<file path="config.mk">
export PLATFORM = sky130hd
export DESIGN_NAME = instruction_fetch
export DESIGN_NICKNAME = d
export VERILOG_FILES = /design/src/rtl/instruction_fetch.sv
export SDC_FILE = /design/constraint.sdc
export NUM_CORES = 1
export LEC_CHECK = 0
export CAP_MARGIN = 20
export CORE_MARGIN = 8
export CORE_UTILIZATION = 60
export DETAILED_ROUTE_END_ITERATION = 10
export GPL_TIMING_DRIVEN = 0
export PLACE_DENSITY = 0.84
export SYNTH_ARGS = -nofsm -noshare
export SYNTH_HDL_FRONTEND = slang
export SYNTH_SLANG_ARGS = --single-unit
</file>
<file path="constraint.sdc">
create_clock -name clock -period 7.17 [get_ports clock]
set_input_delay 2.151 -clock clock [delete_from_list [all_inputs] [get_ports clock]]
set_output_delay 2.151 -clock clock [all_outputs]
set_load 0.02 [all_outputs]
</file>
<file path="src/rtl/instruction_fetch.sv">
// Instruction fetch stage: owns the PC, issues word reads, and buffers words with their PCs for decode.
// Optional feature: define FETCH_FAULT_EN to trap misaligned redirect targets through fetch_fault.
module instruction_fetch #(
    parameter logic [31:0] RESET_VECTOR = 32'h0000_0000,
    parameter int unsigned FIFO_DEPTH   = 4
) (
    input  logic        clock,
    input  logic        reset_n,
    output logic        mem_request,
    output logic [31:0] mem_address,
    input  logic        mem_ready,
    input  logic [31:0] mem_rdata,
    input  logic        branch_taken,
    input  logic [31:0] branch_target,
    output logic        instr_valid,
    output logic [31:0] instr,
    output logic [31:0] instr_pc,
    input  logic        instr_ready
`ifdef FETCH_FAULT_EN
    ,
    output logic        fetch_fault
`endif
);

    localparam int unsigned PTR_W = (FIFO_DEPTH > 1) ? $clog2(FIFO_DEPTH) : 1;
    localparam int unsigned CNT_W = PTR_W + 1;

    typedef enum logic [1:0] {FETCH, STALL, FAULT} state_t;

    state_t             state_q, state_d;
    logic [31:0]        fetch_pc, pc_d;
    logic               req_d;
    logic [CNT_W-1:0]   count_q, cnt_d;
    logic [PTR_W-1:0]   rd_ptr, rd_d;
    logic [PTR_W-1:0]   wr_ptr, wr_d;
    logic               valid_d;
    logic [31:0]        head_word_d, head_pc_d;
    logic               do_push, do_pop;
    logic [31:0]        redirect_pc;
`ifdef FETCH_FAULT_EN
    logic               fault_d;
`endif

    logic [31:0]        word_q [FIFO_DEPTH];
    logic [31:0]        pcs_q  [FIFO_DEPTH];

    // The PC register is always word aligned, so it drives the memory address directly.
    assign mem_address = fetch_pc;

    // Next-state, FIFO bookkeeping and next head outputs; redirects take priority over push/pop.
    always_comb begin
        state_d     = state_q;
        pc_d        = fetch_pc;
        req_d       = mem_request;
        cnt_d       = count_q;
        rd_d        = rd_ptr;
        wr_d        = wr_ptr;
        valid_d     = instr_valid;
        head_word_d = instr;
        head_pc_d   = instr_pc;
        do_push     = 1'b0;
        do_pop      = 1'b0;
        redirect_pc = branch_target & 32'hFFFF_FFFC;
`ifdef FETCH_FAULT_EN
        fault_d     = fetch_fault;
`endif

        if (state_q == FAULT) begin
            req_d = 1'b0;
        end else if (branch_taken) begin
            cnt_d   = '0;
            rd_d    = '0;
            wr_d    = '0;
            pc_d    = redirect_pc;
            state_d = FETCH;
            req_d   = 1'b1;
`ifdef FETCH_FAULT_EN
            if (branch_target[1:0] != 2'b00) begin
                state_d = FAULT;
                req_d   = 1'b0;
                fault_d = 1'b1;
            end
`endif
        end else begin
            do_push = mem_request && mem_ready;
            do_pop  = (count_q != '0) && instr_ready;
            if (do_push) begin
                pc_d = fetch_pc + 32'd4;
                wr_d = wr_ptr + PTR_W'(1);
            end
            if (do_pop) begin
                rd_d = rd_ptr + PTR_W'(1);
            end
            cnt_d   = count_q + CNT_W'(do_push) - CNT_W'(do_pop);
            state_d = (cnt_d == CNT_W'(FIFO_DEPTH)) ? STALL : FETCH;
            req_d   = (state_d == FETCH);
        end

        valid_d = (cnt_d != '0);
        // A word written this cycle into the slot that becomes head bypasses the array.
        if (valid_d) begin
            if (do_push && (wr_ptr == rd_d)) begin
                head_word_d = mem_rdata;
                head_pc_d   = fetch_pc;
            end else begin
                head_word_d = word_q[rd_d];
                head_pc_d   = pcs_q[rd_d];
            end
        end
    end

    // Control state, PC, pointers and registered head outputs.
    always_ff @(posedge clock or negedge reset_n) begin
        if (!reset_n) begin
            state_q     <= FETCH;
            fetch_pc    <= RESET_VECTOR & 32'hFFFF_FFFC;
            mem_request <= 1'b0;
            count_q     <= '0;
            rd_ptr      <= '0;
            wr_ptr      <= '0;
            instr_valid <= 1'b0;
            instr       <= '0;
            instr_pc    <= '0;
`ifdef FETCH_FAULT_EN
            fetch_fault <= 1'b0;
`endif
        end else begin
            state_q     <= state_d;
            fetch_pc    <= pc_d;
            mem_request <= req_d;
            count_q     <= cnt_d;
            rd_ptr      <= rd_d;
            wr_ptr      <= wr_d;
            instr_valid <= valid_d;
            instr       <= head_word_d;
            instr_pc    <= head_pc_d;
`ifdef FETCH_FAULT_EN
            fetch_fault <= fault_d;
`endif
        end
    end

    // FIFO storage: instruction word and its PC per entry.
    always_ff @(posedge clock or negedge reset_n) begin
        if (!reset_n) begin
            for (int i = 0; i < FIFO_DEPTH; i++) begin
                word_q[i] <= '0;
                pcs_q[i]  <= '0;
            end
        end else if (do_push) begin
            word_q[wr_ptr] <= mem_rdata;
            pcs_q[wr_ptr]  <= fetch_pc;
        end
    end

endmodule

</file>
==> flow_summary.rst <==
.. list-table::
   :header-rows: 1

   * - Metric
     - Value
   * - Sequential share of the synthesized area
     - 53.5%
   * - Post-Syn Area
     - 0.0163 mm2
   * - Chip height
     - 181 um
   * - Endpoint with the worst hold slack
     - pcs_q[51]
   * - Average size of a mapped cell
     - 11.8 um2
   * - Summed area of non-filler cells in the final layout
     - 0.0196 mm2
   * - Setup-violating endpoint count in the final report
     - 0
   * - Cells along the critical path
     - clkdlybuf4s50_1, and2_1, buf_2, inv_2, ha_1, inv_1, ha_1, inv_1, fa_1, xor2_1, xnor2_1, a21oi_1, buf_4, clkbuf_1, clkbuf_1, a31oi_1
   * - Number of distinct library cells after synthesis
     - 42
   * - Worst-path maximum fanout
     - 10
   * - Share of synthesized flip-flops with an asynchronous set or reset
     - 100%
   * - Resize count post-CTS
     - 0
   * - Number of vias per cell
     - between 6 and 7
   * - Static leakage
     - 8.25 nW
   * - Number of antenna cells inserted
     - 0
   * - GRT Residual Overflow
     - 0
   * - First-pass GRT wire length
     - 71.6 mm
   * - DRC marker count from the first detailed-route iteration
     - 1167
   * - Delay contributed by the slowest stage of the critical path
     - 0.70 ns
   * - H-Tree Level Count
     - 2
   * - Number of buffer and inverter instances along the worst setup path
     - 8
   * - Tightest Pin Transition
     - 1.14 ns
   * - Fill cell instance count of the final layout
     - 1840
   * - Effective utilization at floorplan
     - 60.8%
   * - Later-pin clock latency in the skew report
     - approximately 0.52 ns
   * - Final number of max-transition violations
     - 0
   * - Maximum clock path buffer count
     - 3
   * - Postcts setup bufs
     - 0
   * - Logic depth of the worst register-to-register path
     - 15
   * - Maximum number of pins on one net before global-route repair
     - 110
   * - IR Drop Worst-Case VDD
     - about 0.25 mV
   * - Time the worst path needs with I/O delays and setup
     - 6.37 ns
   * - Number of nets still failing antenna checks after routing
     - 0
   * - Class of the tightest hold or removal check
     - flop to flop
   * - Number of CTS-inserted buffers
     - 37
   * - Total global-route track usage
     - 27.1%
   * - Post-synth top flop
     - sky130_fd_sc_hd__dfrtp_1
   * - Worst r2r dst
     - instr_pc[22]
   * - Setup crit start kind
     - input port
   * - Final weighted congestion in routability-driven placement
     - 0.849
   * - Crit path max-delay cell type
     - sky130_fd_sc_hd__clkbuf_1
   * - Total iterations of the first detailed-routing run
     - 5
   * - Count leader, synth
     - sky130_fd_sc_hd__dfrtp_1
   * - Number of nets in the final layout
     - 1664
   * - Number of global-route vias before repair
     - 13177
   * - Total area of sequential cells
     - between 0.008 and 0.009 mm2
   * - Endpoint type of the worst setup path
     - flop
   * - Sinks on Clock Net
     - ~350
   * - Root Driver
     - sky130_fd_sc_hd__clkbuf_16
   * - Start of the worst register-to-register path
     - mem_request
   * - Yosys top cell by area
     - sky130_fd_sc_hd__dfrtp_1
   * - # IOs
     - 167
   * - Setup slack of the worst register-to-register path
     - 2.50 ns
   * - Core Area
     - 0.0269 mm2
   * - Area of the die
     - 0.0328 mm2
   * - PwrDens
     - roughly 460 mW/mm2
   * - Share of layout cells above drive strength 1
     - 24.0%
   * - Total area of multi-input combinational cells
     - 0.00701 mm2
   * - Critical Setup Path Class
     - input port to flop
   * - Cell family with the largest share of critical-path delay
     - buffers and inverters
   * - Wirelength per Cell
     - 23.1 um
   * - Floorplan row count
     - 60
   * - Number of antenna violations at the first check in global routing
     - 0
   * - Fmax achieved
     - 0.157 GHz
   * - Area of placed instances
     - between 0.015 and 0.02 mm2
   * - Count of state elements after synthesis
     - between 300 and 400
   * - Count of flip-flops with a built-in enable after synthesis
     - 0
   * - Post-Route Skew
     - 0.0116 ns
   * - Number of cells on the worst hold path
     - 2
   * - Die boundary width
     - around 180 um
   * - Yosys warning count
     - 0
   * - Area contributors post-synth
     - sky130_fd_sc_hd__dfrtp_1, sky130_fd_sc_hd__mux2_2, sky130_fd_sc_hd__a22oi_1, sky130_fd_sc_hd__nor3b_1, sky130_fd_sc_hd__o21a_1
   * - Beginning of the worst hold path
     - pcs_q[51]
   * - Total of max-cap violations
     - 0
   * - Residual DRC
     - 0
   * - Synth top area share
     - a little over half
   * - Total chip power
     - 8.99 mW
   * - Headroom to the max-slew limit
     - around a quarter
   * - Clock tree from TritonCTS
     - yes
   * - Clock edge transition at the registers on the reported setup and hold paths
     - 0.06 ns
   * - Number of hold violations in the final report
     - 0
   * - Data arrival time at the worst-slack endpoint
     - 6.72 ns
   * - Final worst-path cycle share
     - between 80% and 90%
   * - Number of hold buffers added after cts
     - 0
   * - Buffers on Ports
     - 160
   * - Post-synth top cells
     - sky130_fd_sc_hd__dfrtp_1, sky130_fd_sc_hd__mux2_2, sky130_fd_sc_hd__nor2_1, sky130_fd_sc_hd__clkbuf_1, sky130_fd_sc_hd__nand2_1
   * - HPWL after detailed placement
     - 30.0 mm
   * - Result of the run
     - complete, no violations
   * - Via count
     - 12394
   * - Synthesized instance count
     - 1381
   * - Endpoint required time on the critical path
     - ~7.5 ns
   * - Total Routed Length
     - 45.1 mm
   * - Setup repair after global routing missed its margin
     - false
   * - Area growth from synthesis to layout
     - 20.1%
==> per-layer routing <==
layer / track usage [%] / vias to the layer above / routed length, um
li1: - / 5412 / -
met1: 33.7 / 6358 / 18200
met2: 45.0 / 497 / 22000
met3: 6.24 / 127 / 3150
met4: 11.9 / 0 / 1730
met5: 0 / - / 0
==> cells in the final DEF, fill, tap and decap left out, drive strengths merged, types with 8 or more instances in the layout <==
cell type	n
nand4	8
a22oi	62
a31oi	62
clkbuf	128
nand2	69
dfrtp	349
buf	67
clkdlybuf4s50	159
o22ai	62
nor3	8
nor4	8
mux2	286
o21ai	54
nor3b	62
inv	12
o21a	62
nor2	76
xnor2	29
==> state kept, by name, summed over array words and instances (netlist names) <==
signal	flops
count_q	3
instr	32
instr_pc	30
instr_valid	1
mem_address	30
mem_request	1
pcs_q	120
rd_ptr	2
word_q	128
wr_ptr	2
==> cell families after synthesis <==
family,Yosys count,synth area share (%)
buffers and inverters,143,3.64
DFF,349,53.5
other,1,0.0230
muxes,287,19.8
xor gates and xnor gates,37,2.11
AOI/OAI and AO/OA,308,12.4
and+or+nand+nor,248,7.86
adders and majority gates,8,0.659
==> through the flow <==
| stage | util [%] | instances | hold WS [ns] | TNS, ns | worst slack, ns |
|---|---|---|---|---|---|
| after global placement | 68.3 | 1885 | 0.454 | -3756.56 | -10.80 |
| after floorplan | - | 1384 | 0.442 | 0 | 2.36 |
| after detailed placement | 68.7 | 1889 | 0.463 | 0 | 0.402 |
| after global routing | 73.0 | 1951 | 0.507 | 0 | 0.637 |
| after CTS | 73.0 | 1951 | 0.477 | 0 | 0.924 |
| final | 73.0 | 1951 | 0.479 | 0 | 0.804 |
==> final cells by class <==
class / count / area share, %
Sequential cell: 349 / 44.5
Multi-Input combinational cell: 892 / 35.8
Timing Repair Buffer: 164 / 8.65
Clock buffer: 58 / 5.60
Buffer: 132 / 2.82
Tap cell: 341 / 2.18
Clock inverter: 4 / 0.249
Inverter: 11 / 0.211
==> worst max-delay path by stage <==
| stage | slack (ns) | cells past startpoint | to | from |
|---|---|---|---|---|
| 2_1_floorplan | 2.36 | 14 | instr[0] | mem_ready |
| 3_3_place_gp | -10.80 | 1 | pcs_q[26] | reset_n |
| 3_5_place_dp | 0.40 | 16 | instr[14] | mem_ready |
| 4_1_cts | 0.92 | 16 | instr_pc[22] | mem_ready |
| 5_1_grt | 0.64 | 16 | instr_pc[22] | mem_ready |
| 6_report | 0.80 | 16 | instr_pc[22] | mem_ready |
==> worst register-to-register path: stages (launching register included) <==
cell and delay (ns):
sky130_fd_sc_hd__dfrtp_1 0.43, sky130_fd_sc_hd__and2_1 0.15, sky130_fd_sc_hd__buf_2 0.25, sky130_fd_sc_hd__inv_2 0.13
sky130_fd_sc_hd__ha_1 0.31, sky130_fd_sc_hd__inv_1 0.06, sky130_fd_sc_hd__ha_1 0.13, sky130_fd_sc_hd__inv_1 0.05
sky130_fd_sc_hd__fa_1 0.37, sky130_fd_sc_hd__xor2_1 0.17, sky130_fd_sc_hd__xnor2_1 0.16, sky130_fd_sc_hd__a21oi_1 0.56
sky130_fd_sc_hd__buf_4 0.29, sky130_fd_sc_hd__clkbuf_1 0.71, sky130_fd_sc_hd__clkbuf_1 0.56, sky130_fd_sc_hd__a31oi_1 0.19
==> where the power goes <==
| group | internal (mW) | switching (mW) | total, mW |
|---|---|---|---|
| sequential | 2.86 | 0.512 | 3.37 |
| combinational | 1.78 | 2.00 | 3.78 |
| clock | 1.08 | 0.759 | 1.84 |
Note: power is estimated with default switching activity, not from simulation.
==> edit 1 (config.mk and constraints unchanged) <==
Set the parameter `FIFO_DEPTH` to 8 (it was 4).
--- a/src/rtl/instruction_fetch.sv
+++ b/src/rtl/instruction_fetch.sv
@@ -2,7 +2,7 @@
 // Optional feature: define FETCH_FAULT_EN to trap misaligned redirect targets through fetch_fault.
 module instruction_fetch #(
     parameter logic [31:0] RESET_VECTOR = 32'h0000_0000,
-    parameter int unsigned FIFO_DEPTH   = 4
+    parameter int unsigned FIFO_DEPTH   = 8
 ) (
     input  logic        clock,
     input  logic        reset_n,
Function: same outputs for any inputs over 4 cycles, from zero or initial values and one cycle with reset_n low; that may be too few to reach the edited logic, so the function may still have changed.
==> edit 1 against the unedited design <==
Sequential cell count increased by 251. Cell area grew 62%. Die area rose by 61%. Register-to-register slack got worse by 0.44 ns. Routed wire length grew 73%. Worst hold slack worse by 0.0021 ns. Power is 38% higher. Worst setup slack worse by 0.16 ns. Synthesized area up 68%. Clock skew up 0.023 ns. Critical path type unchanged. Largest cell class unchanged. Largest power group is now registers.
==> edit 1: results (changes against the unedited design) <==
<table>
<tr><th>Metric</th><th>Value</th></tr>
<tr><th colspan="2">Global route</th></tr>
<tr><td>Met3 Resource Use GR</td><td>7.68% (+1.4 points)</td></tr>
<tr><td>Pin count of the biggest net entering global routing</td><td>131 (+19%)</td></tr>
<tr><td>Total GRT Usage</td><td>29.2% (+2.1 points)</td></tr>
<tr><td>Antenna violations before repair</td><td>4 (+4)</td></tr>
<tr><td>Number of global-route vias before repair</td><td>21581 (+64%)</td></tr>
<tr><td>Global-route wire length before repair</td><td>122 mm (+70%)</td></tr>
<tr><td>Met1 capacity usage during global routing</td><td>36.9% (+3.2 points)</td></tr>
<tr><th colspan="2">Detailed routing</th></tr>
<tr><td>Met3 Routed Length</td><td>7.42 mm (+140%)</td></tr>
<tr><td>Avg WL per Cell</td><td>25.7 µm (+11%)</td></tr>
<tr><td>Aggregate routed wire length</td><td>78.0 mm (+73%)</td></tr>
<tr><th colspan="2">Run status</th></tr>
<tr><td>Result of the run</td><td>finished clean</td></tr>
<tr><th colspan="2">Yosys</th></tr>
<tr><td>Count of unique library cells instantiated by Yosys</td><td>52 (+24%)</td></tr>
<tr><td>Area contributors post-synth</td><td>dfrtp_1, mux2_2, a211oi_1, and3_1, nand2_1</td></tr>
<tr><td>Area share of the largest cell type after synthesis</td><td>54.8% (+1.3 points)</td></tr>
<tr><td>Compound-Gate Fraction of Synth Area</td><td>9.13% (-3.3 points)</td></tr>
<tr><td>Part of the Yosys area used for sequential elements</td><td>54.8% (+1.3 points)</td></tr>
<tr><th colspan="2">Finish</th></tr>
<tr><td>Clock tree cell share of total cell area</td><td>5.92% (+0.072 points)</td></tr>
<tr><td>Layout cell share with drive strength beyond 1</td><td>25.8% (+1.8 points)</td></tr>
<tr><td>Largest registers</td><td>word_q x256, pcs_q x240, instr x32</td></tr>
<tr><td>Count of clock buffers in the final design</td><td>87 (+50%)</td></tr>
<tr><th colspan="2">Power</th></tr>
<tr><td>Static Leakage</td><td>14.6 nW (+77%)</td></tr>
<tr><td>Share of total power in sequential cells</td><td>39.8% (+2.3 points)</td></tr>
<tr><td>Power per cell area</td><td>390 mW/mm² (-15%)</td></tr>
<tr><td>Net switching power figure</td><td>4.33 mW (+32%)</td></tr>
<tr><th colspan="2">Worst setup path</th></tr>
<tr><td>Arrival time at the worst endpoint</td><td>7.08 ns (+0.36 ns)</td></tr>
<tr><th colspan="2">Placement</th></tr>
<tr><td>Pre-CTS setup slack</td><td>0.194 ns (-0.209 ns)</td></tr>
<tr><td>Placer congestion estimate</td><td>0.896 (+5.5%)</td></tr>
</table>
==> edit 1: cell types whose count changed in the layout (fill, tap and decap cells not counted), sizes merged, moves of 64 or more <==
cell    delta
dfrtp    +251
mux2     +204
and3     +132
a211oi   +128
clkbuf   +121
nand2    +110
mux2i     +64
==> edit 1: worst paths after layout <==
| check | endpoint | cells after the start | start | slack (ns) |
|---|---|---|---|---|
| worst max-delay path | instr[1]$_DFFE_PN0P_ | 15 | mem_ready | 0.64 |
| worst min-delay path | pcs_q[241]$_DFFE_PN0P_ | 2 | pcs_q[241]$_DFFE_PN0P_ | 0.48 |
| worst max register to register | instr[1]$_DFFE_PN0P_ | 17 | count_q[2]$_DFF_PN0_ | 2.06 |
| max in group asynchronous | word_q[40]$_DFFE_PN0P_ | 3 | reset_n | 4.24 |
| min in group asynchronous | pcs_q[139]$_DFFE_PN0P_ | 1 | reset_n | 1.44 |
| worst min register to register | pcs_q[241]$_DFFE_PN0P_ | 2 | pcs_q[241]$_DFFE_PN0P_ | 0.48 |
==> edit 2 (same flow settings) <==
Without the edit above. Reset style: synchronous (`reset_n`), changed in 2 clocked blocks.
--- a/src/rtl/instruction_fetch.sv
+++ b/src/rtl/instruction_fetch.sv
@@ -110,7 +110,7 @@
     end
 
     // Control state, PC, pointers and registered head outputs.
-    always_ff @(posedge clock or negedge reset_n) begin
+    always_ff @(posedge clock) begin
         if (!reset_n) begin
             state_q     <= FETCH;
             fetch_pc    <= RESET_VECTOR & 32'hFFFF_FFFC;
@@ -141,7 +141,7 @@
     end
 
     // FIFO storage: instruction word and its PC per entry.
-    always_ff @(posedge clock or negedge reset_n) begin
+    always_ff @(posedge clock) begin
         if (!reset_n) begin
             for (int i = 0; i < FIFO_DEPTH; i++) begin
                 word_q[i] <= '0;
Formal check against the unedited RTL: differs if reset_n is asserted again (counterexample within 4 cycles, from zero or initial values and one cycle with reset_n low); with reset_n held inactive, the same outputs for 4 cycles.
==> edit 2 against the unedited design <==
Synthesized area shrank 5.3%. Critical path type unchanged. Cell area shrank 4.1%. Sequential cell count grew 5. Largest cell class unchanged. Worst setup slack gained 0.53 ns. Highest routed layer is now met5. Global-route usage shrank 1.3 points. Routed wire length shrank 9.5%.
Power is not compared: it rests on default switching activity, and its combinational part moved more than twofold at a synthesized area within 25%.
==> edit 2: results (changes against the unedited design) <==
<table>
<tr><th>Metric</th><th>Value</th></tr>
<tr><th colspan="2">Yosys</th></tr>
<tr><td>List of most frequent post-synthesis cells</td><td>edfxtp_1, and2_1, dfxtp_1, nor2_1, nand2_1</td></tr>
<tr><td>Share of flip-flops with an asynchronous set or reset</td><td>0% (-100 points)</td></tr>
<tr><td>Part of the Yosys area used for sequential elements</td><td>62.2% (+8.7 points)</td></tr>
<tr><td>Post-Synth Adder-Cell Area</td><td>0.372% (-0.29 points)</td></tr>
<tr><td>Syn avg cell area</td><td>13.4 µm² (+14%)</td></tr>
<tr><td>Xor and xnor fraction of the mapped netlist area</td><td>2.02% (-0.091 points)</td></tr>
<tr><th colspan="2">Worst setup path</th></tr>
<tr><td>Slowest cell delay on critical path</td><td>0.55 ns (-0.15 ns)</td></tr>
<tr><td>RR Startpoint</td><td>mem_request$_SDFF_PN0_</td></tr>
<tr><td>Number of cells traversed by the worst register-to-register path</td><td>13 (-2)</td></tr>
<tr><th colspan="2">Timing</th></tr>
<tr><td>Worst-case hold slack</td><td>0.514 ns (+0.0346 ns)</td></tr>
<tr><td>Worst max-slew margin expressed relative to the limit</td><td>32.2% (+8.3 points)</td></tr>
<tr><th colspan="2">Detailed routing</th></tr>
<tr><td>Aggregate routed wire length</td><td>40.8 mm (-9.5%)</td></tr>
<tr><td>Via density per instance</td><td>6.21 (-2.3%)</td></tr>
<tr><td>Iter 0 DRT Violations</td><td>1129 (-3.3%)</td></tr>
<tr><th colspan="2">Finish</th></tr>
<tr><td>Filler instances</td><td>1590 (-14%)</td></tr>
<tr><td>Layout cell share with drive strength beyond 1</td><td>12.2% (-12 points)</td></tr>
<tr><td>Post-route insts no fill</td><td>1717 (-12%)</td></tr>
<tr><td>Post-layout nets</td><td>1433 (-14%)</td></tr>
<tr><th colspan="2">Global route</th></tr>
<tr><td>Antenna violations before repair</td><td>1 (+1)</td></tr>
<tr><td>Pin count of the biggest net entering global routing</td><td>44 (-60%)</td></tr>
<tr><td>Total GRT Usage</td><td>25.8% (-1.3 points)</td></tr>
<tr><td>Number of global-route vias before repair</td><td>11098 (-16%)</td></tr>
<tr><th colspan="2">Run status</th></tr>
<tr><td>Result of the run</td><td>finished clean</td></tr>
<tr><th colspan="2">Min path</th></tr>
<tr><td>End point of the worst hold path</td><td>instr_pc[1]$_SDFFE_PN0P_</td></tr>
<tr><td>Cell count of the worst hold path</td><td>1 (-1)</td></tr>
<tr><th colspan="2">Placement</th></tr>
<tr><td>Placer congestion estimate</td><td>0.882 (+3.8%)</td></tr>
<tr><td>Area of placed instances</td><td>0.0177 mm² (-4.3%)</td></tr>
</table>
## edit 2: worst register-to-register path, delay by kind of cell (launching register included)
family,cells,cell delay [ns]
AOI/OAI and AO/OA,2,0.67
xor gates and xnor gates,1,0.28
adders and majority gates,3,0.87
buffers and inverters,4,1.09
DFF,1,0.37
and+or+nand+nor,3,0.71
## edit 2: final cells by class
| type | count | area, µm² | share of cell area, % |
|---|---|---|---|
| buffer | 88 | 502 | 2.67 |
| clock buffer | 53 | 1050 | 5.57 |
| clock inverter | 13 | 96.3 | 0.512 |
| inverter | 69 | 259 | 1.38 |
| multi-input combinational | 644 | 5150 | 27.4 |
| sequential | 354 | 9610 | 51.1 |
| tap | 330 | 413 | 2.20 |
| timing repair buffer | 166 | 1740 | 9.23 |
## edit 2: per-stage QoR
stage	TNS [ns]	worst slack [ns]	total power, mW
final	0	1.34	4.68
after global routing	0	1.25	4.79
after CTS	0	1.45	4.68
after detailed placement	0	0.969	2.88
after global placement	-563.66	-4.42	2.87
after floorplan	-48.23	-0.383	2.64
## edit 2: how the worst max path moves through the flow
stage,cells past startpoint,from,endpoint
3_5_place_dp,14,mem_ready,instr_pc[20]$_SDFFE_PN0P_
3_3_place_gp,3,mem_ready,word_q[3][9]$_DFFE_PP_
6_report,14,mem_ready,instr[5]$_SDFFE_PN0P_
2_1_floorplan,3,branch_taken,pcs_q[0][10]$_SDFFCE_PN0P_
4_1_cts,14,mem_ready,instr_pc[27]$_SDFFE_PN0P_
5_1_grt,14,mem_ready,instr_pc[27]$_SDFFE_PN0P_
## edit 2: metal layers
layer / part of all wire, % / vias to the layer above / global-route usage [%]
li1: - / 4640 / -
met1: 38 / 5237 / 32.3
met2: 49 / 676 / 43.7
met3: 9.9 / 102 / 5.58
met4: 2.9 / 2 / 9.32
met5: 0.032 / - / 0
## edit 2: logic make-up (layout without fill, tap and decap cells)
group                    Yosys count  in the layout
AND/OR/NAND/NOR                  413            413
flip-flops                       354            354
buffers and inverters            157            389
AO/OA/AOI/OAI                    119            119
multiplexers                      70             70
XOR/XNOR                          32             32
adder cells (fa/ha/maj)            4              4
other                              1              6
## edit 2: power groups by stage
stage	sequential, mW	clock [mW]	combinational (mW)
4_1_cts	2.35	1.84	0.488
3_3_place_gp	2.41	0	0.460
5_1_grt	2.36	1.92	0.516
6_report	2.35	1.84	0.489
2_1_floorplan	2.43	0	0.207
3_5_place_dp	2.39	0	0.482
